--- src/rtl/hamming_pkg.sv ---
// Shared types and helpers for the SECDED error-locator datapath.
package hamming_pkg;

  // Per-lane outcome of the SECDED decode.
  typedef enum logic [1:0] {
    ST_CLEAN = 2'd0,
    ST_CORR  = 2'd1,
    ST_PAR   = 2'd2,
    ST_UE    = 2'd3
  } secded_status_t;

  // Upper bound on lanes supported by the lane-count helper.
  localparam int MAX_LANES  = 32;
  localparam int LANE_CNT_W = 6;

  // Number of lanes flagged in a per-lane hit vector (0..MAX_LANES).
  function automatic logic [LANE_CNT_W-1:0] popcount_lanes(input logic [MAX_LANES-1:0] i_hits);
    logic [LANE_CNT_W-1:0] v_n;
    v_n = {LANE_CNT_W{1'b0}};
    for (int i = 0; i < MAX_LANES; i++) begin
      v_n = v_n + {{(LANE_CNT_W-1){1'b0}}, i_hits[i]};
    end
    return v_n;
  endfunction

endpackage

--- src/rtl/secded_lane_decode.sv ---
// Combinational SECDED locator for one lane: syndrome + overall parity
// flag + precomputed range check -> one-hot correction mask and status.
module secded_lane_decode
  import hamming_pkg::*;
#(
  parameter int SYN_WIDTH  = 7,
  parameter int CODE_WIDTH = 127
) (
  input  logic [SYN_WIDTH-1:0]  i_syndrome,
  input  logic                  i_parity_err,
  input  logic                  i_range_ok,
  output logic [CODE_WIDTH-1:0] o_mask,
  output secded_status_t        o_status
);

  secded_status_t w_status;

  // Classify the lane from syndrome, parity flag and range check.
  always_comb begin
    w_status = ST_CLEAN;
    if (i_syndrome == {SYN_WIDTH{1'b0}}) begin
      if (i_parity_err) begin
        w_status = ST_PAR;
      end else begin
        w_status = ST_CLEAN;
      end
    end else if (i_parity_err && i_range_ok) begin
      w_status = ST_CORR;
    end else begin
      w_status = ST_UE;
    end
  end

  // Mask bit i marks codeword position i+1; at most one bit can match.
  always_comb begin
    o_mask = {CODE_WIDTH{1'b0}};
    for (int i = 0; i < CODE_WIDTH; i++) begin
      o_mask[i] = (w_status == ST_CORR) && (i_syndrome == SYN_WIDTH'(i + 1));
    end
  end

  assign o_status = w_status;

endmodule

--- src/rtl/secded_locator_pipe.sv ---
// Two-stage pipelined multi-lane SECDED error locator with valid/ready
// handshake and saturating corrected / uncorrectable event counters.
module secded_locator_pipe
  import hamming_pkg::*;
#(
  parameter int SYN_WIDTH  = 7,
  parameter int CODE_WIDTH = 127,
  parameter int LANES      = 2,
  parameter int CNT_WIDTH  = 16
) (
  input  logic                        clk,
  input  logic                        rst_n,
  input  logic                        in_valid,
  output logic                        in_ready,
  input  logic [LANES*SYN_WIDTH-1:0]  in_syndrome,
  input  logic [LANES-1:0]            in_parity_err,
  output logic                        out_valid,
  input  logic                        out_ready,
  output logic [LANES*CODE_WIDTH-1:0] out_mask,
  output logic [LANES*2-1:0]          out_status,
  input  logic                        cnt_clear,
  output logic [CNT_WIDTH-1:0]        corr_count,
  output logic [CNT_WIDTH-1:0]        ue_count
);

  localparam logic [SYN_WIDTH-1:0] CODE_LIMIT = SYN_WIDTH'(CODE_WIDTH);
  localparam int                   SUM_W      = CNT_WIDTH + LANE_CNT_W + 1;
  localparam logic [SUM_W-1:0]     CNT_MAX    = SUM_W'({CNT_WIDTH{1'b1}});

  logic                        r_s1_valid;
  logic [LANES*SYN_WIDTH-1:0]  r_s1_syn;
  logic [LANES-1:0]            r_s1_par;
  logic [LANES-1:0]            r_s1_rok;
  logic                        r_s2_valid;
  logic [LANES*CODE_WIDTH-1:0] r_s2_mask;
  logic [LANES*2-1:0]          r_s2_status;
  logic [CNT_WIDTH-1:0]        r_corr_cnt;
  logic [CNT_WIDTH-1:0]        r_ue_cnt;

  logic                        w_adv1;
  logic                        w_adv2;
  logic                        w_in_fire;
  logic                        w_out_fire;
  logic [LANES-1:0]            w_in_rok;
  logic [LANES*CODE_WIDTH-1:0] w_dec_mask;
  logic [LANES*2-1:0]          w_dec_status;
  logic [MAX_LANES-1:0]        w_corr_hits;
  logic [MAX_LANES-1:0]        w_ue_hits;
  logic [SUM_W-1:0]            w_corr_sum;
  logic [SUM_W-1:0]            w_ue_sum;
  logic [CNT_WIDTH-1:0]        w_corr_next;
  logic [CNT_WIDTH-1:0]        w_ue_next;

  // S2 drains when empty or accepted; S1 moves whenever S2 can take it,
  // so no bubble is inserted. in_ready never depends on in_valid.
  assign w_adv2     = ~r_s2_valid | out_ready;
  assign w_adv1     = ~r_s1_valid | w_adv2;
  assign in_ready   = w_adv1;
  assign w_in_fire  = in_valid & w_adv1;
  assign w_out_fire = r_s2_valid & out_ready;

  for (genvar k = 0; k < LANES; k++) begin : g_lane
    secded_status_t w_lane_status;

    assign w_in_rok[k] = (in_syndrome[k*SYN_WIDTH +: SYN_WIDTH] <= CODE_LIMIT);

    secded_lane_decode #(
      .SYN_WIDTH  (SYN_WIDTH),
      .CODE_WIDTH (CODE_WIDTH)
    ) u_dec (
      .i_syndrome   (r_s1_syn[k*SYN_WIDTH +: SYN_WIDTH]),
      .i_parity_err (r_s1_par[k]),
      .i_range_ok   (r_s1_rok[k]),
      .o_mask       (w_dec_mask[k*CODE_WIDTH +: CODE_WIDTH]),
      .o_status     (w_lane_status)
    );

    assign w_dec_status[k*2 +: 2] = w_lane_status;
  end

  // Stage 1: capture syndrome, parity flag and range check on transfer.
  always_ff @(posedge clk or negedge rst_n) begin
    if (!rst_n) begin
      r_s1_valid <= 1'b0;
      r_s1_syn   <= {(LANES*SYN_WIDTH){1'b0}};
      r_s1_par   <= {LANES{1'b0}};
      r_s1_rok   <= {LANES{1'b0}};
    end else if (w_adv1) begin
      r_s1_valid <= in_valid;
      if (w_in_fire) begin
        r_s1_syn <= in_syndrome;
        r_s1_par <= in_parity_err;
        r_s1_rok <= w_in_rok;
      end else begin
        r_s1_syn <= r_s1_syn;
        r_s1_par <= r_s1_par;
        r_s1_rok <= r_s1_rok;
      end
    end else begin
      r_s1_valid <= r_s1_valid;
    end
  end

  // Stage 2: capture decoded mask/status; holds while stalled downstream.
  always_ff @(posedge clk or negedge rst_n) begin
    if (!rst_n) begin
      r_s2_valid  <= 1'b0;
      r_s2_mask   <= {(LANES*CODE_WIDTH){1'b0}};
      r_s2_status <= {(LANES*2){1'b0}};
    end else if (w_adv2) begin
      r_s2_valid <= r_s1_valid;
      if (r_s1_valid) begin
        r_s2_mask   <= w_dec_mask;
        r_s2_status <= w_dec_status;
      end else begin
        r_s2_mask   <= r_s2_mask;
        r_s2_status <= r_s2_status;
      end
    end else begin
      r_s2_valid <= r_s2_valid;
    end
  end

  // Flag which output lanes carry correctable or uncorrectable events.
  always_comb begin
    w_corr_hits = {MAX_LANES{1'b0}};
    w_ue_hits   = {MAX_LANES{1'b0}};
    for (int k = 0; k < LANES; k++) begin
      w_corr_hits[k] = (secded_status_t'(r_s2_status[k*2 +: 2]) == ST_CORR) ||
                       (secded_status_t'(r_s2_status[k*2 +: 2]) == ST_PAR);
      w_ue_hits[k]   = (secded_status_t'(r_s2_status[k*2 +: 2]) == ST_UE);
    end
  end

  // Saturating next values for both counters (wide sum, then clamp).
  always_comb begin
    w_corr_sum = SUM_W'(r_corr_cnt) + SUM_W'(popcount_lanes(w_corr_hits));
    w_ue_sum   = SUM_W'(r_ue_cnt) + SUM_W'(popcount_lanes(w_ue_hits));
    if (w_corr_sum > CNT_MAX) begin
      w_corr_next = {CNT_WIDTH{1'b1}};
    end else begin
      w_corr_next = w_corr_sum[CNT_WIDTH-1:0];
    end
    if (w_ue_sum > CNT_MAX) begin
      w_ue_next = {CNT_WIDTH{1'b1}};
    end else begin
      w_ue_next = w_ue_sum[CNT_WIDTH-1:0];
    end
  end

  // Event counters advance on output transfer; clear wins over increment.
  always_ff @(posedge clk or negedge rst_n) begin
    if (!rst_n) begin
      r_corr_cnt <= {CNT_WIDTH{1'b0}};
      r_ue_cnt   <= {CNT_WIDTH{1'b0}};
    end else if (cnt_clear) begin
      r_corr_cnt <= {CNT_WIDTH{1'b0}};
      r_ue_cnt   <= {CNT_WIDTH{1'b0}};
    end else if (w_out_fire) begin
      r_corr_cnt <= w_corr_next;
      r_ue_cnt   <= w_ue_next;
    end else begin
      r_corr_cnt <= r_corr_cnt;
      r_ue_cnt   <= r_ue_cnt;
    end
  end

  assign out_valid  = r_s2_valid;
  assign out_mask   = r_s2_mask;
  assign out_status = r_s2_status;
  assign corr_count = r_corr_cnt;
  assign ue_count   = r_ue_cnt;

endmodule

--- config.mk ---
export PLATFORM = sky130hd
export DESIGN_NAME = secded_locator_pipe
export DESIGN_NICKNAME = d
export VERILOG_FILES = /design/src/rtl/hamming_pkg.sv /design/src/rtl/secded_lane_decode.sv /design/src/rtl/secded_locator_pipe.sv
export SDC_FILE = /design/constraint.sdc
export NUM_CORES = 1
export LEC_CHECK = 0
export BUFFER_PORTS_ARGS = -buffer_cell sky130_fd_sc_hd__buf_4
export CAP_MARGIN = 10
export CORE_ASPECT_RATIO = 0.9
export CORE_UTILIZATION = 48
export DETAILED_ROUTE_END_ITERATION = 12
export PLACE_DENSITY = 0.76
export SYNTH_ARGS = -nofsm -noshare
export SYNTH_HDL_FRONTEND = slang
export SYNTH_SLANG_ARGS = --single-unit
--- constraint.sdc ---
create_clock -name clk -period 2.5 [get_ports clk]
set_input_delay 0.25 -clock clk [delete_from_list [all_inputs] [get_ports clk]]
set_output_delay 0.25 -clock clk [all_outputs]
set_load 0.1 [all_outputs]
After elaboration in Yosys (flattened, before gate mapping)
Cells that the tools add are included.
{"block": "word_totals", "elab_cells": 560, "inputBits": 21, "register_bits": 310, "output_inout_bits": 292}
{"block": "op_classes", "n_bitwise": 6, "n_eq_ne": 262, "reduce_logical": 263, "order_cmp": 4, "n_addsub": 4, "muxes": 12}
{"cell": "equality test 7 bit, second input constant", "n": 128}
{"cell": "equality test 7 x 6 -> 1 bit, second input constant", "n": 64}
{"cell": "logical AND 1 bit", "n": 256}
{"cell": "equality test 7 x 5 -> 1 bit, second input constant", "n": 32}
{"cell": "equality test 7 x 4 -> 1 bit, second input constant", "n": 16}
{"cell": "2-to-1 mux 16 bit", "n": 6}
{"cell": "equality test 7 x 3 -> 1 bit, second input constant", "n": 8}
{"cell": "adder 16 x 2 -> 17 bit", "n": 2}
{"cell": "> comparator 17 x 16 -> 1 bit, second input constant", "n": 2}
{"cell": "equality test 7 x 2 -> 1 bit, second input constant", "n": 4}
{"cell": "equality test 7 x 1 -> 1 bit, second input constant", "n": 2}
{"cell": "<= comparator 7 bit, second input constant", "n": 2}
{"cell": "zero test 7 bit", "n": 2}
{"cell": "2-to-1 mux 2 bit", "n": 6}
{"cell": "equality test 2 x 1 -> 1 bit, second input constant", "n": 4}
{"cell": "equality test 2 bit, second input constant", "n": 4}
{"cell": "adder 1 x 1 -> 2 bit", "n": 2}
{"cell": "AND reduction 2 bit", "n": 2}
{"cell": "bitwise AND 1 bit", "n": 2}
{"cell": "logical OR 1 bit", "n": 2}
{"cell": "inverter 1 bit", "n": 2}
{"cell": "OR 1 bit", "n": 2}
{"cell": "nonzero test 2 bit", "n": 1}

Longest topological paths before layout
Gate-level depths: netlist of run 1.
{"block": "logic_depth", "depth_word": 8, "ltp_mapped": 9, "mapped_depth_nobuf": 9}

Modules after synthesis
Synthesis of run 1 repeated with hierarchy kept, for this count alone.
{"block": "hier_totals", "hier_cells": 1132, "hier_area_um2": 13595.5}
{"module": "secded_locator_pipe", "cells_each": 776, "instances": 1, "area_each_um2": 12019.0, "seq_area_each_um2": 7757.4}
{"module": "secded_lane_decode", "cells_each": 178, "instances": 2, "area_each_um2": 788.3, "seq_area_each_um2": 0.0}

Least setup slack after synthesis of run 1
No wires, ideal clock.
{"block": "synth_timing", "path_kind": "flip-flop to flip-flop", "from": "reg r_s2_valid (netlist: out_valid)", "to": "reg r_s1_par[1]", "period_less_slack_ns": 3.366, "setup_time_ns": 0.125, "t_arrival_ns": 3.242, "path_slack_ns": -0.866, "stages_incl_launch_ff": 5, "n_path_buf": 1, "required_ns": 2.375, "path_cell_list": "dfrtp_1 nand3b_1 nand2_1 buf_2 mux2_2"}
{"block": "synth_between", "elab_chain_len": 5}
{"element": "from (decl)", "line": "secded_locator_pipe.sv:34", "text": "logic r_s2_valid;"}
{"element": "from (signal assigned)", "line": "secded_locator_pipe.sv:111", "text": "r_s2_valid <= r_s1_valid;"}
{"element": "from (signal assigned)", "line": "secded_locator_pipe.sv:120", "text": "r_s2_valid <= r_s2_valid;"}
{"element": "inverter 1 bit *", "line": "secded_locator_pipe.sv:56", "text": "assign w_adv2 = ~r_s2_valid | out_ready;"}
{"element": "OR 1 bit *", "line": "secded_locator_pipe.sv:56"}
{"element": "OR 1 bit *", "line": "secded_locator_pipe.sv:57", "text": "assign w_adv1 = ~r_s1_valid | w_adv2;"}
{"element": "named net in_ready", "line": "secded_locator_pipe.sv:14", "text": "output logic in_ready,"}
{"element": "bitwise AND 1 bit", "line": "secded_locator_pipe.sv:59", "text": "assign w_in_fire = in_valid & w_adv1;"}
{"element": "AND reduction 2 bit (no source line) *"}
{"element": "to (signal assigned)", "line": "secded_locator_pipe.sv:86", "text": "r_s1_par <= {LANES{1'b0}};"}
{"element": "to (signal assigned)", "line": "secded_locator_pipe.sv:92", "text": "r_s1_par <= in_parity_err;"}
{"element": "to (signal assigned)", "line": "secded_locator_pipe.sv:96", "text": "r_s1_par <= r_s1_par;"}
{"element": "to (decl)", "line": "secded_locator_pipe.sv:32", "text": "logic [LANES-1:0] r_s1_par;"}
Mark *: on every way through the listed nets, which the timed path passes. The rest lies on a longest branch.
A chain may end at the register's enable or synchronous reset.

Worst setup path after layout of run 1
{"block": "layout_timing", "from": "reg r_s2_status[1] (netlist: out_status[1])", "to": "reg r_corr_cnt[11] (netlist: corr_count[11])"}
{"block": "layout_between", "elab_chain_len": 8, "elab_cells_between_ends": 9, "cone_classes": "2 x add/sub; 1 x order compare; 2 x eq/ne; 3 x mux; 1 x reduce/logical"}
{"element": "from (decl)", "line": "secded_locator_pipe.sv:36", "text": "logic [LANES*2-1:0] r_s2_status;"}
{"element": "from (signal assigned)", "line": "secded_locator_pipe.sv:109", "text": "r_s2_status <= {(LANES*2){1'b0}};"}
{"element": "from (signal assigned)", "line": "secded_locator_pipe.sv:114", "text": "r_s2_status <= w_dec_status;"}
{"element": "from (signal assigned)", "line": "secded_locator_pipe.sv:117", "text": "r_s2_status <= r_s2_status;"}
{"element": "equality test 2 x 1 -> 1 bit / equality test 2 bit (equally long branches)", "line": "secded_locator_pipe.sv:129, secded_locator_pipe.sv:130"}
{"element": "logical OR 1 bit *", "line": "secded_locator_pipe.sv:129", "text": "w_corr_hits[k] = (secded_status_t'(r_s2_status[k*2 +: 2]) == ST_CORR) ||"}
{"element": "adder 1 x 1 -> 2 bit *", "line": "hamming_pkg.sv:21", "text": "v_n = v_n + {{(LANE_CNT_W-1){1'b0}}, i_hits[i]};"}
{"element": "adder 16 x 2 -> 17 bit *", "line": "secded_locator_pipe.sv:137", "text": "w_corr_sum = SUM_W'(r_corr_cnt) + SUM_W'(popcount_lanes(w_corr_hits));"}
{"element": "> comparator 17 x 16 -> 1 bit", "line": "secded_locator_pipe.sv:139", "text": "if (w_corr_sum > CNT_MAX) begin"}
{"element": "2-to-1 mux 16 bit *", "line": "secded_locator_pipe.sv:139"}
{"element": "2-to-1 mux 16 bit *", "line": "secded_locator_pipe.sv:159", "text": "end else if (w_out_fire) begin"}
{"element": "2-to-1 mux 16 bit *", "line": "secded_locator_pipe.sv:156", "text": "end else if (cnt_clear) begin"}
{"element": "to (signal assigned)", "line": "secded_locator_pipe.sv:157", "text": "r_corr_cnt <= {CNT_WIDTH{1'b0}};"}
{"element": "to (signal assigned)", "line": "secded_locator_pipe.sv:160", "text": "r_corr_cnt <= w_corr_next;"}
{"element": "to (signal assigned)", "line": "secded_locator_pipe.sv:163", "text": "r_corr_cnt <= r_corr_cnt;"}
{"element": "to (decl)", "line": "secded_locator_pipe.sv:37", "text": "logic [CNT_WIDTH-1:0] r_corr_cnt;"}
Mark *: on every way between the ends. The rest lies on a longest branch, timed or not. The select of a mux whose other input is x is not followed.

==> results_tabular.tex, run 1 <==
\begin{tabular}{lr}
\hline
Metric & Value \\
\hline
\multicolumn{2}{l}{\textbf{Timing}} \\
\quad Final number of setup-violating endpoints & 0 \\
\quad Clock Skews & 0.00798 ns \\
\quad Worst Tran Pin Value & 0.781 ns \\
\quad Timing-limited maximum frequency & 0.415 GHz \\
\quad Relative slew margins & 0.480 \\
\quad Tmin final & 2.41 ns \\
\quad Final Hold Viols & 0 \\
\quad TNS Setup & 0 ns \\
\quad Share of the cycle needed by the critical path after routing & 0.963 \\
\quad Final Max Slew Viols & 0 \\
\multicolumn{2}{l}{\textbf{Yosys}} \\
\quad Distinct cells, synth & 53 \\
\quad Post-synthesis cell type with the largest combined area & dfrtp\_1 \\
\quad FF+latch count, synth & 310 \\
\quad Cell area after synthesis & 0.0122 sq mm \\
\quad Synthesized netlist net count & $\sim$1,100 \\
\quad Sequential area share after synthesis & 0.637 \\
\quad Area share of the leading cell type in the synthesized netlist & 0.637 \\
\quad Cells after synthesis & 1,078 \\
\quad Average cell area after synthesis & 11.3 sq um \\
\quad Yosys warning total & 0 \\
\quad Dominant cells by area after synthesis & dfrtp\_1, a22o\_1, o21ai\_0, nand2\_1, clkbuf\_1 \\
\multicolumn{2}{l}{\textbf{Clocking}} \\
\quad TritonCTS clock tree & built \\
\quad Clock root buffer master & clkbuf\_16 \\
\quad Clock transition at the registers of the reported paths & 0.07 ns \\
\quad Number of buffers added by the clock tree synthesis step & 30 \\
\quad Number of H-tree levels & 1 \\
\quad Latest clock arrival within the worst-skew pair & 0.54 ns \\
\quad Total number of clock tree sinks & slightly above 300 \\
\quad Number of buffers on the longest clock path & 3 \\
\multicolumn{2}{l}{\textbf{Drt}} \\
\quad Iteration-0 DRC Markers & 759 \\
\quad WL final & 35,700 microns \\
\quad Top layer used by detailed routing & met4 \\
\quad Average wire length per cell after detail routing & between 20 and 25 microns \\
\quad Number of vias after detailed routing & 10,000 \\
\quad Post-route DRC violation count & 0 \\
\quad Mean number of vias per cell & 5.68 \\
\quad Routed wl met2 & about 17,000 microns \\
\quad Iteration count of the initial detailed-routing pass & 5 \\
\quad Post-detailed-route count of antenna-violating nets & 0 \\
\quad Met3 Wirelength & $\sim$2900 microns \\
\quad Met1 routed wirelength after detailed routing & 14,800 microns \\
\multicolumn{2}{l}{\textbf{Cells and area}} \\
\quad Flip-flop and latch area & 0.00778 sq mm \\
\quad Commonest cells after routing, fill and taps aside & buf\_4, dfrtp\_1, nand2\_1 \\
\quad Fraction of final layout cells with drive strength greater than 1 & 0.321 \\
\quad N\_diodes & 0 \\
\quad Area Overhead vs Synth & 35.2\% \\
\quad Most frequent standard cell in the layout excluding fill and tap cells & buf\_4 \\
\quad Final standard cell count with taps included and fillers excluded & 1,769 \\
\quad Area of the multi-input gates & 0.00421 sq mm \\
\quad NumNets Final & 1,439 \\
\quad Number of filler instances in the final layout & 1,896 \\
\multicolumn{2}{l}{\textbf{Floorplan}} \\
\quad I/O pin cnt & between 300 and 400 \\
\quad Starting density of the core & 0.495 \\
\quad Die Y-Extent & 153 microns \\
\quad Floorplan core area & between 0.02 and 0.025 sq mm \\
\quad Total Die Area & 0.0260 sq mm \\
\quad Number of rows in the core area & 54 \\
\quad Die outline width & 170 microns \\
\multicolumn{2}{l}{\textbf{Global routing}} \\
\quad Maximum number of pins on one net before global-route repair & 94 \\
\quad Grt ovf & 0 \\
\quad Wire length of the first global-routing pass & 55,700 microns \\
\quad Global Route Usage Sum & 0.273 \\
\quad Number of global-route vias before repair & 9,921 \\
\quad Antenna violations before repair & 0 \\
\multicolumn{2}{l}{\textbf{Place}} \\
\quad Sum of net half-perimeters after detailed placement & 24,300 microns \\
\quad Cells after DPL & between 1,500 and 2,000 \\
\quad Number of port buffers & 312 \\
\quad Final RePlAce weighted congestion & 0.911 \\
\multicolumn{2}{l}{\textbf{Critical path}} \\
\quad Cell breakdown of the critical path & ha\_4, fa\_2, ha\_4, nand3\_2, or4\_4, buf\_4, and4\_1, nor3\_2 \\
\quad Reg-to-reg critical path startpoint & out\_status[1] \\
\quad Kind of end point of the critical path & flip-flop \\
\quad Worst endpoint required time & 2.97 ns \\
\quad Startpoint of the worst setup timing path & out\_status[1] \\
\quad Most common cell type on the critical path & ha\_4 \\
\quad Slowest cell delay on critical path & 0.57 ns \\
\quad Library cell contributing the largest single delay on the critical path & or4\_4 \\
\quad Biggest fanout along the worst timing path & 6 \\
\quad WS Path Type & reg2reg \\
\quad Critical path launch point type & flip-flop \\
\quad Arrival time worst endpoint & 2.88 ns \\
\multicolumn{2}{l}{\textbf{Hold path}} \\
\quad Startpoint of the lowest-slack hold path & cnt\_clear \\
\quad Path type of the worst min-delay path & in2reg \\
\multicolumn{2}{l}{\textbf{Run}} \\
\quad Number of max-cap violations & 0 \\
\multicolumn{2}{l}{\textbf{Outcome}} \\
\quad Result of the run & finished clean \\
\multicolumn{2}{l}{\textbf{Power}} \\
\quad Peak supply drop & 463 uV \\
\quad Power density cells & 711 mW/mm\^{}2 \\
\quad Static Leakage & approximately 8 nW \\
\hline
\end{tabular}
-- layout make-up --
class | count | area share
clock buffer | 45 | 0.0570
clock inverter | 8 | 0.00867
inverter | 17 | 0.00388
multi-input combinational | 682 | 0.256
sequential | 310 | 0.473
tap | 336 | 0.0255
timing repair buffer | 371 | 0.176
-- logic make-up (layout without fill, tap and decap cells) --
kind of cell,after synthesis,in the layout,synth area share
buffers and inverters,86,441,0.0279
AOI/OAI and AO/OA,304,304,0.170
and+or+nand+nor,349,349,0.137
DFF,310,310,0.637
adders and majority gates,6,6,0.00740
muxes,23,23,0.0207
-- critical path, delay by kind of cell, from the launching register on --
kind / cells / cell delay, ns
adder cells (fa/ha/maj): 3 / 0.68
buffers and inverters: 1 / 0.17
flip-flops: 1 / 0.50
AND/OR/NAND/NOR: 4 / 0.98
-- routing by layer --
metal	global-route usage	up-vias
li1	-	4507
met1	0.370	5003
met2	0.422	449
met3	0.0645	87
met4	0.112	0
met5	0	-
-- path summary, 6_finish.rpt --
kind / slack [ns] / end / cells past startpoint
max in group asynchronous: 1.40 / out_mask[74] / 4
worst max-delay path: 0.09 / corr_count[11] / 8
worst min-delay path: 0.12 / ue_count[10] / 2
worst min register to register: 0.48 / out_mask[248] / 2
min in group asynchronous: 0.25 / ue_count[12] / 2
worst max register to register: 0.09 / corr_count[11] / 8
-- metrics by stage --
step	power (mW)	util	hold WS, ns	setup WS, ns	area [sq um]
6_report	11.7	0.669	0.117	0.0914	16500
5_1_grt	12.1	0.669	0.135	-0.0217	16500
4_1_cts	11.8	0.667	0.0898	0.0478	16400
3_5_place_dp	6.89	0.616	0.240	0.0712	15100
3_3_place_gp	6.87	0.616	0.237	0.163	15100
2_1_floorplan	6.37	-	-0.0456	-0.0233	12300
-- registers in the layout (all words and copies together), names as in the netlist --
register    flops
out_mask      254
corr_count     16
r_s1_rok        2
out_valid       1
out_status      4
r_s1_syn       14
r_s1_par        2
r_s1_valid      1
ue_count       16
-- power by group --
part           internal (mW)  switching, mW
clock                   2.98           1.86
sequential              5.13          0.148
combinational          0.388           1.18
total                   8.50           3.19
-- cells in the mapped netlist, drive strengths merged --
library cell,count
o21a,2
and3b,2
nand3,23
or3,2
or3b,1
a22o,111
a32o,4
or2,2
nand2,179
and4,8
ha,4
and3,9
or4,2
a311oi,6
clkbuf,55
nand2b,10
a221oi,1
a41oi,1
nand3b,3
o31ai,7
a21oi,8
nor3b,4
nor2b,8
mux2i,6
nor4bb,2
dfrtp,310
inv,17
nor4,8
a21o,2
mux2,17
fa,2
o311a,1
buf,14
nor2,42
a211oi,10
nand4b,1
nor3,25
o21ai,139
a31oi,10
o21bai,2
and2,7
nand4,11
-- repair_timing --
item / in CTS / in global routing
hold buffers: 18 / 0
endpoints found under the hold margin: 76 / 0
endpoints found under the setup margin: 0 / 4
resized for setup: 0 / 5
buffers inserted: 0 / 3
Power figures use the tool's default switching activity.
==> run 2: changes to the inputs <==
Settings changed: ABC_AREA from default to 0, BUFFER_PORTS_ARGS -buffer_cell sky130_fd_sc_hd__buf_4 to -buffer_cell sky130_fd_sc_hd__buf_2, CORE_UTILIZATION 48 to 53, PLACE_DENSITY 0.76 to 0.8.
Clock period 2.5 ns to 2.7 ns, I/O delays scaled along.
==> run 2 against run 1 <==
Non-clock buffer count decreased by 12. Sequential power decreased by 7.6%. Highest routed layer unchanged. Clock skew increased by 0.012 ns.
==> results_tabular.tex, run 2 (synthesis gave the netlist of run 1 again) <==
\begin{tabular}{lr}
\hline
Metric & Value \\
\hline
\multicolumn{2}{l}{\textbf{Outcome}} \\
\quad Result of the run & finished clean \\
\multicolumn{2}{l}{\textbf{Timing}} \\
\quad Final Hold Viols & 0 (unchanged) \\
\quad Setup repair after global routing missed its margin & no \\
\quad Share of the cycle needed by the critical path after routing & 0.940 (-0.0231) \\
\quad Final number of setup-violating endpoints & 0 (unchanged) \\
\quad Timing-limited maximum frequency & 0.394 GHz (-5.1\%) \\
\quad Final setup margin & 0.161 ns (+0.0697 ns) \\
\quad TNS Setup & 0 ns (unchanged) \\
\quad Final Max Slew Viols & 0 (unchanged) \\
\quad Relative slew margins & 0.186 (-0.294) \\
\quad Worst Tran Pin Value & 1.22 ns (+0.437 ns) \\
\quad Clock Skews & 0.0200 ns (+0.0120 ns) \\
\quad Tmin final & 2.54 ns (+0.130 ns) \\
\multicolumn{2}{l}{\textbf{Global routing}} \\
\quad Maximum number of pins on one net before global-route repair & 79 (-16\%) \\
\quad Global Route Usage Sum & 0.289 (+0.0163) \\
\quad Antenna violations before repair & 1 (+1) \\
\quad Wire length of the first global-routing pass & 53,900 microns (-3.2\%) \\
\quad Grt ovf & 0 (unchanged) \\
\quad Number of global-route vias before repair & 9,611 (-3.1\%) \\
\multicolumn{2}{l}{\textbf{Cells and area}} \\
\quad Number of filler instances in the final layout & 1,747 (-7.9\%) \\
\quad Number of flip-flops under the largest register name & 254 (unchanged) \\
\quad Area of the multi-input gates & 0.00410 sq mm (-2.6\%) \\
\quad End-of-flow core utilization & 0.679 (+0.0100) \\
\quad Flip-flop and latch area & 0.00777 sq mm (-0.11\%) \\
\quad Most frequent standard cell in the layout excluding fill and tap cells & buf\_2 \\
\quad Area Overhead vs Synth & 25.6\% \\
\quad Fraction of final layout cells with drive strength greater than 1 & 0.306 (-0.0154) \\
\quad NumNets Final & 1,427 (-0.83\%) \\
\quad Commonest cells after routing, fill and taps aside & buf\_2, dfrtp\_1, nand2\_1 \\
\multicolumn{2}{l}{\textbf{Power}} \\
\quad Comb pwr share & 0.130 (-0.004) \\
\quad Switching power of the nets & 2.91 mW (-9.0\%) \\
\quad Power density cells & 667 mW/mm\^{}2 (-6.1\%) \\
\quad Switching fraction of total power & 0.285 (+0.0118) \\
\quad Static Leakage & 7.87 nW (-1.8\%) \\
\quad Clock power frac & 0.392 (-0.022) \\
\quad Register share of total power & 0.478 (+0.027) \\
\quad Peak supply drop & 428 uV (-7.7\%) \\
\quad Internal power summed over all cells & 7.29 mW (-14\%) \\
\multicolumn{2}{l}{\textbf{Drt}} \\
\quad Post-detailed-route count of antenna-violating nets & 0 (unchanged) \\
\quad Iteration count of the initial detailed-routing pass & 4 (-1) \\
\quad Average wire length per cell after detail routing & 19.5 microns (-3.5\%) \\
\quad Iteration-0 DRC Markers & 940 (+24\%) \\
\quad Post-route DRC violation count & 0 (unchanged) \\
\quad Mean number of vias per cell & 5.76 (+1.4\%) \\
\quad WL final & 33,500 microns (-6.2\%) \\
\quad Number of vias after detailed routing & 9,897 (-1.5\%) \\
\multicolumn{2}{l}{\textbf{Clocking}} \\
\quad Clock root buffer master & clkbuf\_16 \\
\quad Count of hold-fix buffers inserted at cts & 18 (unchanged) \\
\quad Buffer count from post-CTS setup fixing & 0 (unchanged) \\
\quad Number of buffers on the longest clock path & 3 (unchanged) \\
\quad Number of H-tree levels & 1 (unchanged) \\
\quad Total number of clock tree sinks & 310 (unchanged) \\
\quad TritonCTS clock tree & built \\
\quad Clock transition at the registers of the reported paths & 0.06 ns (about the same) \\
\quad Latest clock arrival within the worst-skew pair & 0.55 ns (about the same) \\
\quad CTS resizes & 0 (unchanged) \\
\quad Number of buffers added by the clock tree synthesis step & 30 (unchanged) \\
\multicolumn{2}{l}{\textbf{Floorplan}} \\
\quad Die outline width & 162 microns (-4.8\%) \\
\quad Starting density of the core & 0.541 (+0.0458) \\
\quad Die Y-Extent & 146 microns (-4.8\%) \\
\quad Total Die Area & 0.0236 sq mm (-9.3\%) \\
\quad I/O pin cnt & 313 (unchanged) \\
\quad Floorplan core area & 0.0225 sq mm (-8.5\%) \\
\quad Number of rows in the core area & 52 (-3.7\%) \\
\multicolumn{2}{l}{\textbf{Place}} \\
\quad Sum of net half-perimeters after detailed placement & 23,400 microns (-3.8\%) \\
\quad Final RePlAce weighted congestion & 0.899 (-1.3\%) \\
\quad Number of port buffers & 312 (unchanged) \\
\quad Worst slack at placement & 0.150 ns (+0.0786 ns) \\
\multicolumn{2}{l}{\textbf{Critical path}} \\
\quad Critical path launch point type & flip-flop \\
\quad Total number of cells along the worst setup path & 7 (-1) \\
\quad Kind of end point of the critical path & flip-flop \\
\quad Most common cell type on the critical path & ha\_1 \\
\quad Crit path buffers/inverters & 0 (-1) \\
\quad WS Path Type & reg2reg \\
\quad Logic depth of the worst register-to-register path & 7 (-1) \\
\quad Cell breakdown of the critical path & ha\_1, fa\_1, ha\_1, nand3\_2, or4\_4, and3\_1, a311oi\_1 \\
\quad Arrival time worst endpoint & 2.98 ns (+0.10 ns) \\
\quad Library cell contributing the largest single delay on the critical path & or4\_4 \\
\quad CP top delay family & simple AND/OR/NAND/NOR gates \\
\quad Biggest fanout along the worst timing path & 12 (+6) \\
\quad Worst endpoint required time & 3.14 ns (+0.17 ns) \\
\quad Slowest cell delay on critical path & 0.63 ns (+0.06 ns) \\
\multicolumn{2}{l}{\textbf{Hold path}} \\
\quad Number of instances on the worst hold path & 3 (+1) \\
\quad Path type of the worst min-delay path & in2reg \\
\multicolumn{2}{l}{\textbf{Run}} \\
\quad Number of max-cap violations & 0 (unchanged) \\
\hline
\end{tabular}
-- run 2: cell types whose count changed in the layout (fill, tap and decap cells not counted), sizes merged --
cell,delta
bufinv,-4
buf,-11
clkinv,+5
diode,+1
clkinvlp,+1
clkbuf,-4
-- run 2: stage by stage --
stage	hold slack [ns]	cell area, sq um	power, mW	cells
after floorplan	-0.0256	12200	5.86	1078
after global placement	0.273	14200	6.24	1647
after detailed placement	0.271	14200	6.26	1647
after CTS	0.159	15300	10.3	1717
after global routing	0.180	15300	10.5	1718
final	0.163	15300	10.2	1718
-- run 2: cell type report --
type | instances | area share
Clock buffer | 42 | 0.0580
Sequential cell | 310 | 0.508
Multi-Input combinational cell | 682 | 0.268
Timing Repair Buffer | 359 | 0.133
Clock inverter | 10 | 0.00385
Inverter | 17 | 0.00417
Tap cell | 297 | 0.0243
Antenna cell | 1 | 0.000164
-- run 2: path summary, 6_finish.rpt --
check                                 end  slack, ns           from
hold / removal                 r_s1_valid       0.16      out_ready
min in group asynchronous  corr_count[15]       0.26          rst_n
max in group asynchronous    out_mask[49]       1.60          rst_n
setup reg to reg            corr_count[6]       0.16  out_status[0]
hold reg to reg             out_mask[134]       0.47  out_mask[134]
setup / recovery            corr_count[6]       0.16  out_status[0]
-- run 2: routing by layer --
| metal | up-vias | track usage | wire, microns |
|---|---|---|---|
| met3 | 70 | 0.0590 | 2540 |
| met5 | - | 0 | 0 |
| li1 | 4495 | - | - |
| met2 | 400 | 0.460 | 15800 |
| met4 | 0 | 0.0925 | 1040 |
| met1 | 4932 | 0.400 | 14200 |
-- run 2: worst register-to-register path: stages (launching register included) --
cell	delay, ns
dfrtp_4	0.48
ha_1	0.31
fa_1	0.24
ha_1	0.22
nand3_2	0.09
or4_4	0.63
and3_1	0.21
a311oi_1	0.26
-- run 2: power by group through the flow --
stage | Combinational, mW | Clock (mW) | Sequential (mW)
2_1_floorplan | 0.515 | 0 | 5.35
3_3_place_gp | 1.29 | 0 | 4.95
3_5_place_dp | 1.30 | 0 | 4.96
4_1_cts | 1.33 | 4.05 | 4.87
5_1_grt | 1.42 | 4.24 | 4.89
6_report | 1.33 | 4.00 | 4.88
==> run 3: changes to the inputs <==
Settings changed: CORE_UTILIZATION 53 to 54, MAX_ROUTING_LAYER from default to met4, SYNTH_HIERARCHICAL from default to 1.
==> run 3 against run 2 <==
Non-clock buffer count shrank 8. Largest power group unchanged. Core utilization is 0.80 points higher. Highest routed layer unchanged. Fmax grew 3.3%. Sequential share of layout area shrank 4.6 points. Clock skew shrank 0.0017 ns. Critical endpoint is now ue_count[10]. Critical path depth is 2 higher.
==> results_tabular.tex, run 3 <==
\begin{tabular}{lr}
\hline
Metric & Value \\
\hline
\multicolumn{2}{l}{\textbf{Yosys}} \\
\quad Distinct cells, synth & 42 (-21\%) \\
\quad Post-synthesis simple-gate area fraction & 0.146 (+0.00845) \\
\quad Synthesized-area fraction occupied by xor and xnor cells & 0 (unchanged) \\
\quad Library cell with the highest instance count after synthesis & dfrtp\_1 \\
\quad Cells after synthesis & 1,132 (+5.0\%) \\
\quad Average cell area after synthesis & 12.0 sq um (+6.4\%) \\
\quad Dominant cells by area after synthesis & dfrtp\_1, mux2\_2, nor2\_1, buf\_2, nand2\_1 \\
\quad Compound-Gate Fraction of Synth Area & 0.0227 (-0.147) \\
\quad Yosys warning total & 6 (+6) \\
\quad Commonest cells post-synth & dfrtp\_1, mux2\_2, nor2\_1 \\
\quad Mux contribution to synthesized area & 0.229 (+0.209) \\
\quad Synthesized netlist net count & 1,159 (+4.9\%) \\
\quad Area share of the leading cell type in the synthesized netlist & 0.571 (-0.0668) \\
\quad Async SR Flop Fraction & 1.00 (unchanged) \\
\quad Cell area after synthesis & 0.0136 sq mm (+12\%) \\
\quad Post-synthesis cell type with the largest combined area & dfrtp\_1 \\
\quad Most common flop cell mapped by yosys & dfrtp\_1 \\
\quad Number of enable flip-flop cells after synthesis & 0 (unchanged) \\
\quad Combinational family with the most area after synthesis & multiplexers \\
\quad Sequential area share after synthesis & 0.571 (-0.0668) \\
\quad FF+latch count, synth & 310 (unchanged) \\
\quad Share of synthesized cell area in full adder, half adder and majority cells & 0.00663 (-0.000776) \\
\multicolumn{2}{l}{\textbf{Clocking}} \\
\quad Number of H-tree levels & 1 (unchanged) \\
\quad Number of buffers on the longest clock path & 3 (unchanged) \\
\quad TritonCTS clock tree & built \\
\quad CTS resizes & 0 (unchanged) \\
\quad Latest clock arrival within the worst-skew pair & 0.56 ns (about the same) \\
\quad Count of hold-fix buffers inserted at cts & 18 (unchanged) \\
\quad Clock transition at the registers of the reported paths & 0.06 ns (about the same) \\
\quad Total number of clock tree sinks & 310 (unchanged) \\
\quad Clock root buffer master & clkbuf\_16 \\
\quad Buffer count from post-CTS setup fixing & 0 (unchanged) \\
\quad Number of buffers added by the clock tree synthesis step & 31 (+3.3\%) \\
\multicolumn{2}{l}{\textbf{Critical path}} \\
\quad Reg-to-reg critical path startpoint & out\_status[1] \\
\quad Worst endpoint required time & 3.15 ns (about the same) \\
\quad Arrival time worst endpoint & 2.91 ns (-0.07 ns) \\
\quad WS Path Type & reg2reg \\
\quad Biggest fanout along the worst timing path & 9 (-3) \\
\quad R2R Setup Slk & 0.24 ns (+0.08 ns) \\
\quad Kind of end point of the critical path & flip-flop \\
\quad Logic depth of the worst register-to-register path & 9 (+2) \\
\quad Reg-to-reg critical path endpoint & ue\_count[10] \\
\quad Critical path launch point type & flip-flop \\
\multicolumn{2}{l}{\textbf{Drt}} \\
\quad Average wire length per cell after detail routing & 20.2 microns (+3.3\%) \\
\quad Post-route DRC violation count & 0 (unchanged) \\
\quad Mean number of vias per cell & 5.59 (-2.9\%) \\
\quad Iteration-0 DRC Markers & 728 (-23\%) \\
\quad Number of vias after detailed routing & 10,100 (+2.5\%) \\
\quad Post-detailed-route count of antenna-violating nets & 0 (unchanged) \\
\quad WL final & 36,600 microns (+9.1\%) \\
\quad Iteration count of the initial detailed-routing pass & 5 (+1) \\
\multicolumn{2}{l}{\textbf{Cells and area}} \\
\quad Most frequent standard cell in the layout excluding fill and tap cells & buf\_2 \\
\quad Area Overhead vs Synth & 23.6\% \\
\quad Number of flip-flops under the largest register name & 254 (unchanged) \\
\quad Final standard cell count with taps included and fillers excluded & 1,815 (+5.6\%) \\
\quad Commonest cells after routing, fill and taps aside & buf\_2, dfrtp\_1, mux2\_2, nor2\_1, nand2\_1 \\
\quad NumNets Final & 1,481 (+3.8\%) \\
\quad Fraction of final layout cells with drive strength greater than 1 & 0.460 (+0.154) \\
\multicolumn{2}{l}{\textbf{Run}} \\
\quad Number of max-cap violations & 0 (unchanged) \\
\multicolumn{2}{l}{\textbf{Global routing}} \\
\quad Number of global-route vias before repair & 10,400 (+8.5\%) \\
\quad Antenna violations before repair & 1 (unchanged) \\
\quad Grt ovf & 0 (unchanged) \\
\quad Wire length of the first global-routing pass & 57,700 microns (+7.1\%) \\
\quad Maximum number of pins on one net before global-route repair & 84 (+6.3\%) \\
\quad Global Route Usage Sum & 0.293 (+0.00449) \\
\multicolumn{2}{l}{\textbf{Floorplan}} \\
\quad Starting density of the core & 0.556 (+0.0152) \\
\quad I/O pin cnt & 313 (unchanged) \\
\quad Floorplan core area & 0.0245 sq mm (+8.6\%) \\
\quad Number of rows in the core area & 54 (+3.8\%) \\
\quad Die Y-Extent & 153 microns (+4.6\%) \\
\quad Die outline width & 169 microns (+4.7\%) \\
\quad Total Die Area & 0.0258 sq mm (+9.5\%) \\
\multicolumn{2}{l}{\textbf{Timing}} \\
\quad Worst Tran Pin Value & 0.982 ns (-0.235 ns) \\
\quad Setup repair after global routing missed its margin & no \\
\quad Share of the cycle needed by the critical path after routing & 0.910 (-0.0303) \\
\quad Clock Skews & 0.0183 ns (-0.00169 ns) \\
\quad Final Max Slew Viols & 0 (unchanged) \\
\quad Hold slack final & 0.194 ns (+0.0308 ns) \\
\quad Relative slew margins & 0.343 (+0.157) \\
\quad Timing-limited maximum frequency & 0.407 GHz (+3.3\%) \\
\quad TNS Setup & 0 ns (unchanged) \\
\quad Final Hold Viols & 0 (unchanged) \\
\quad Tmin final & 2.46 ns (-0.0817 ns) \\
\quad Final number of setup-violating endpoints & 0 (unchanged) \\
\multicolumn{2}{l}{\textbf{Power}} \\
\quad Static Leakage & 8.80 nW (+12\%) \\
\quad Total Power Consumption & 10.8 mW (+5.5\%) \\
\quad Power density cells & 640 mW/mm\^{}2 (-4.1\%) \\
\quad Peak supply drop & 524 uV (+23\%) \\
\multicolumn{2}{l}{\textbf{Hold path}} \\
\quad Number of instances on the worst hold path & 3 (unchanged) \\
\quad Path type of the worst min-delay path & in2reg \\
\quad Startpoint of the lowest-slack hold path & out\_ready \\
\quad End point of the most critical hold path & out\_valid \\
\multicolumn{2}{l}{\textbf{Outcome}} \\
\quad Result of the run & finished clean \\
\multicolumn{2}{l}{\textbf{Place}} \\
\quad Cells after DPL & 1,739 (+5.6\%) \\
\quad Final RePlAce weighted congestion & 0.901 (+0.17\%) \\
\quad Number of port buffers & 312 (unchanged) \\
\quad Sum of net half-perimeters after detailed placement & 24,800 microns (+6.2\%) \\
\hline
\end{tabular}
## run 3: kinds of logic (layout without fill, tap and decap cells)
| logic type | after synthesis | count (layout) |
|---|---|---|
| other | 0 | 1 |
| DFF | 310 | 310 |
| AOI/OAI and AO/OA | 43 | 43 |
| and+or+nand+nor | 425 | 425 |
| adders and majority gates | 6 | 6 |
| muxes | 277 | 277 |
| buffers and inverters | 71 | 417 |
## run 3: through the flow
step	utilization	cell area, sq um	setup WS [ns]
2_1_floorplan	-	13600	0.00784
3_3_place_gp	0.637	15600	0.333
3_5_place_dp	0.637	15600	0.298
4_1_cts	0.687	16800	0.260
5_1_grt	0.687	16800	0.112
6_report	0.687	16800	0.243
## run 3: power by group
part	switching [mW]	internal (mW)	total, mW	leakage [nW]
combinational	1.14	0.412	1.55	4.04
sequential	0.122	4.75	4.87	4.25
clock	1.79	2.54	4.33	0.511
total	3.06	7.70	10.8	8.80
## run 3: how the worst max path moves through the flow
stage                  startpoint           end  slack, ns
floorplan           out_status[2]  ue_count[10]      0.008
global placement    out_status[0]  ue_count[10]       0.33
detailed placement  out_status[1]  ue_count[10]       0.30
CTS                 out_status[1]  ue_count[10]       0.26
global route        out_status[0]  ue_count[10]       0.11
finish              out_status[1]  ue_count[10]       0.24
## run 3: worst max-delay path: stages, from the launching register on
cell	delay (ns)
dfrtp_4	0.42
ha_1	0.14
inv_1	0.05
fa_1	0.40
inv_1	0.08
ha_1	0.20
nand4_1	0.12
or4_4	0.51
and4_4	0.23
a211oi_2	0.21
## run 3: layout make-up
type	count	area, sq um
inverter	9	33.8
tap	336	420
clock buffer	43	871
timing repair buffer	351	2030
fill	1797	7650
clock inverter	14	163
sequential	310	7770
antenna	1	2.50
multi-input combinational	751	5510
## run 3: metal layers
| layer | share of wire | vias to the layer above | global-route usage |
|---|---|---|---|
| met2 | 0.48 | 371 | 0.466 |
| met3 | 0.073 | 67 | 0.0709 |
| li1 | - | 4558 | - |
| met5 | 0 | - | - |
| met4 | 0.026 | 0 | 0.0862 |
| met1 | 0.42 | 5152 | 0.375 |
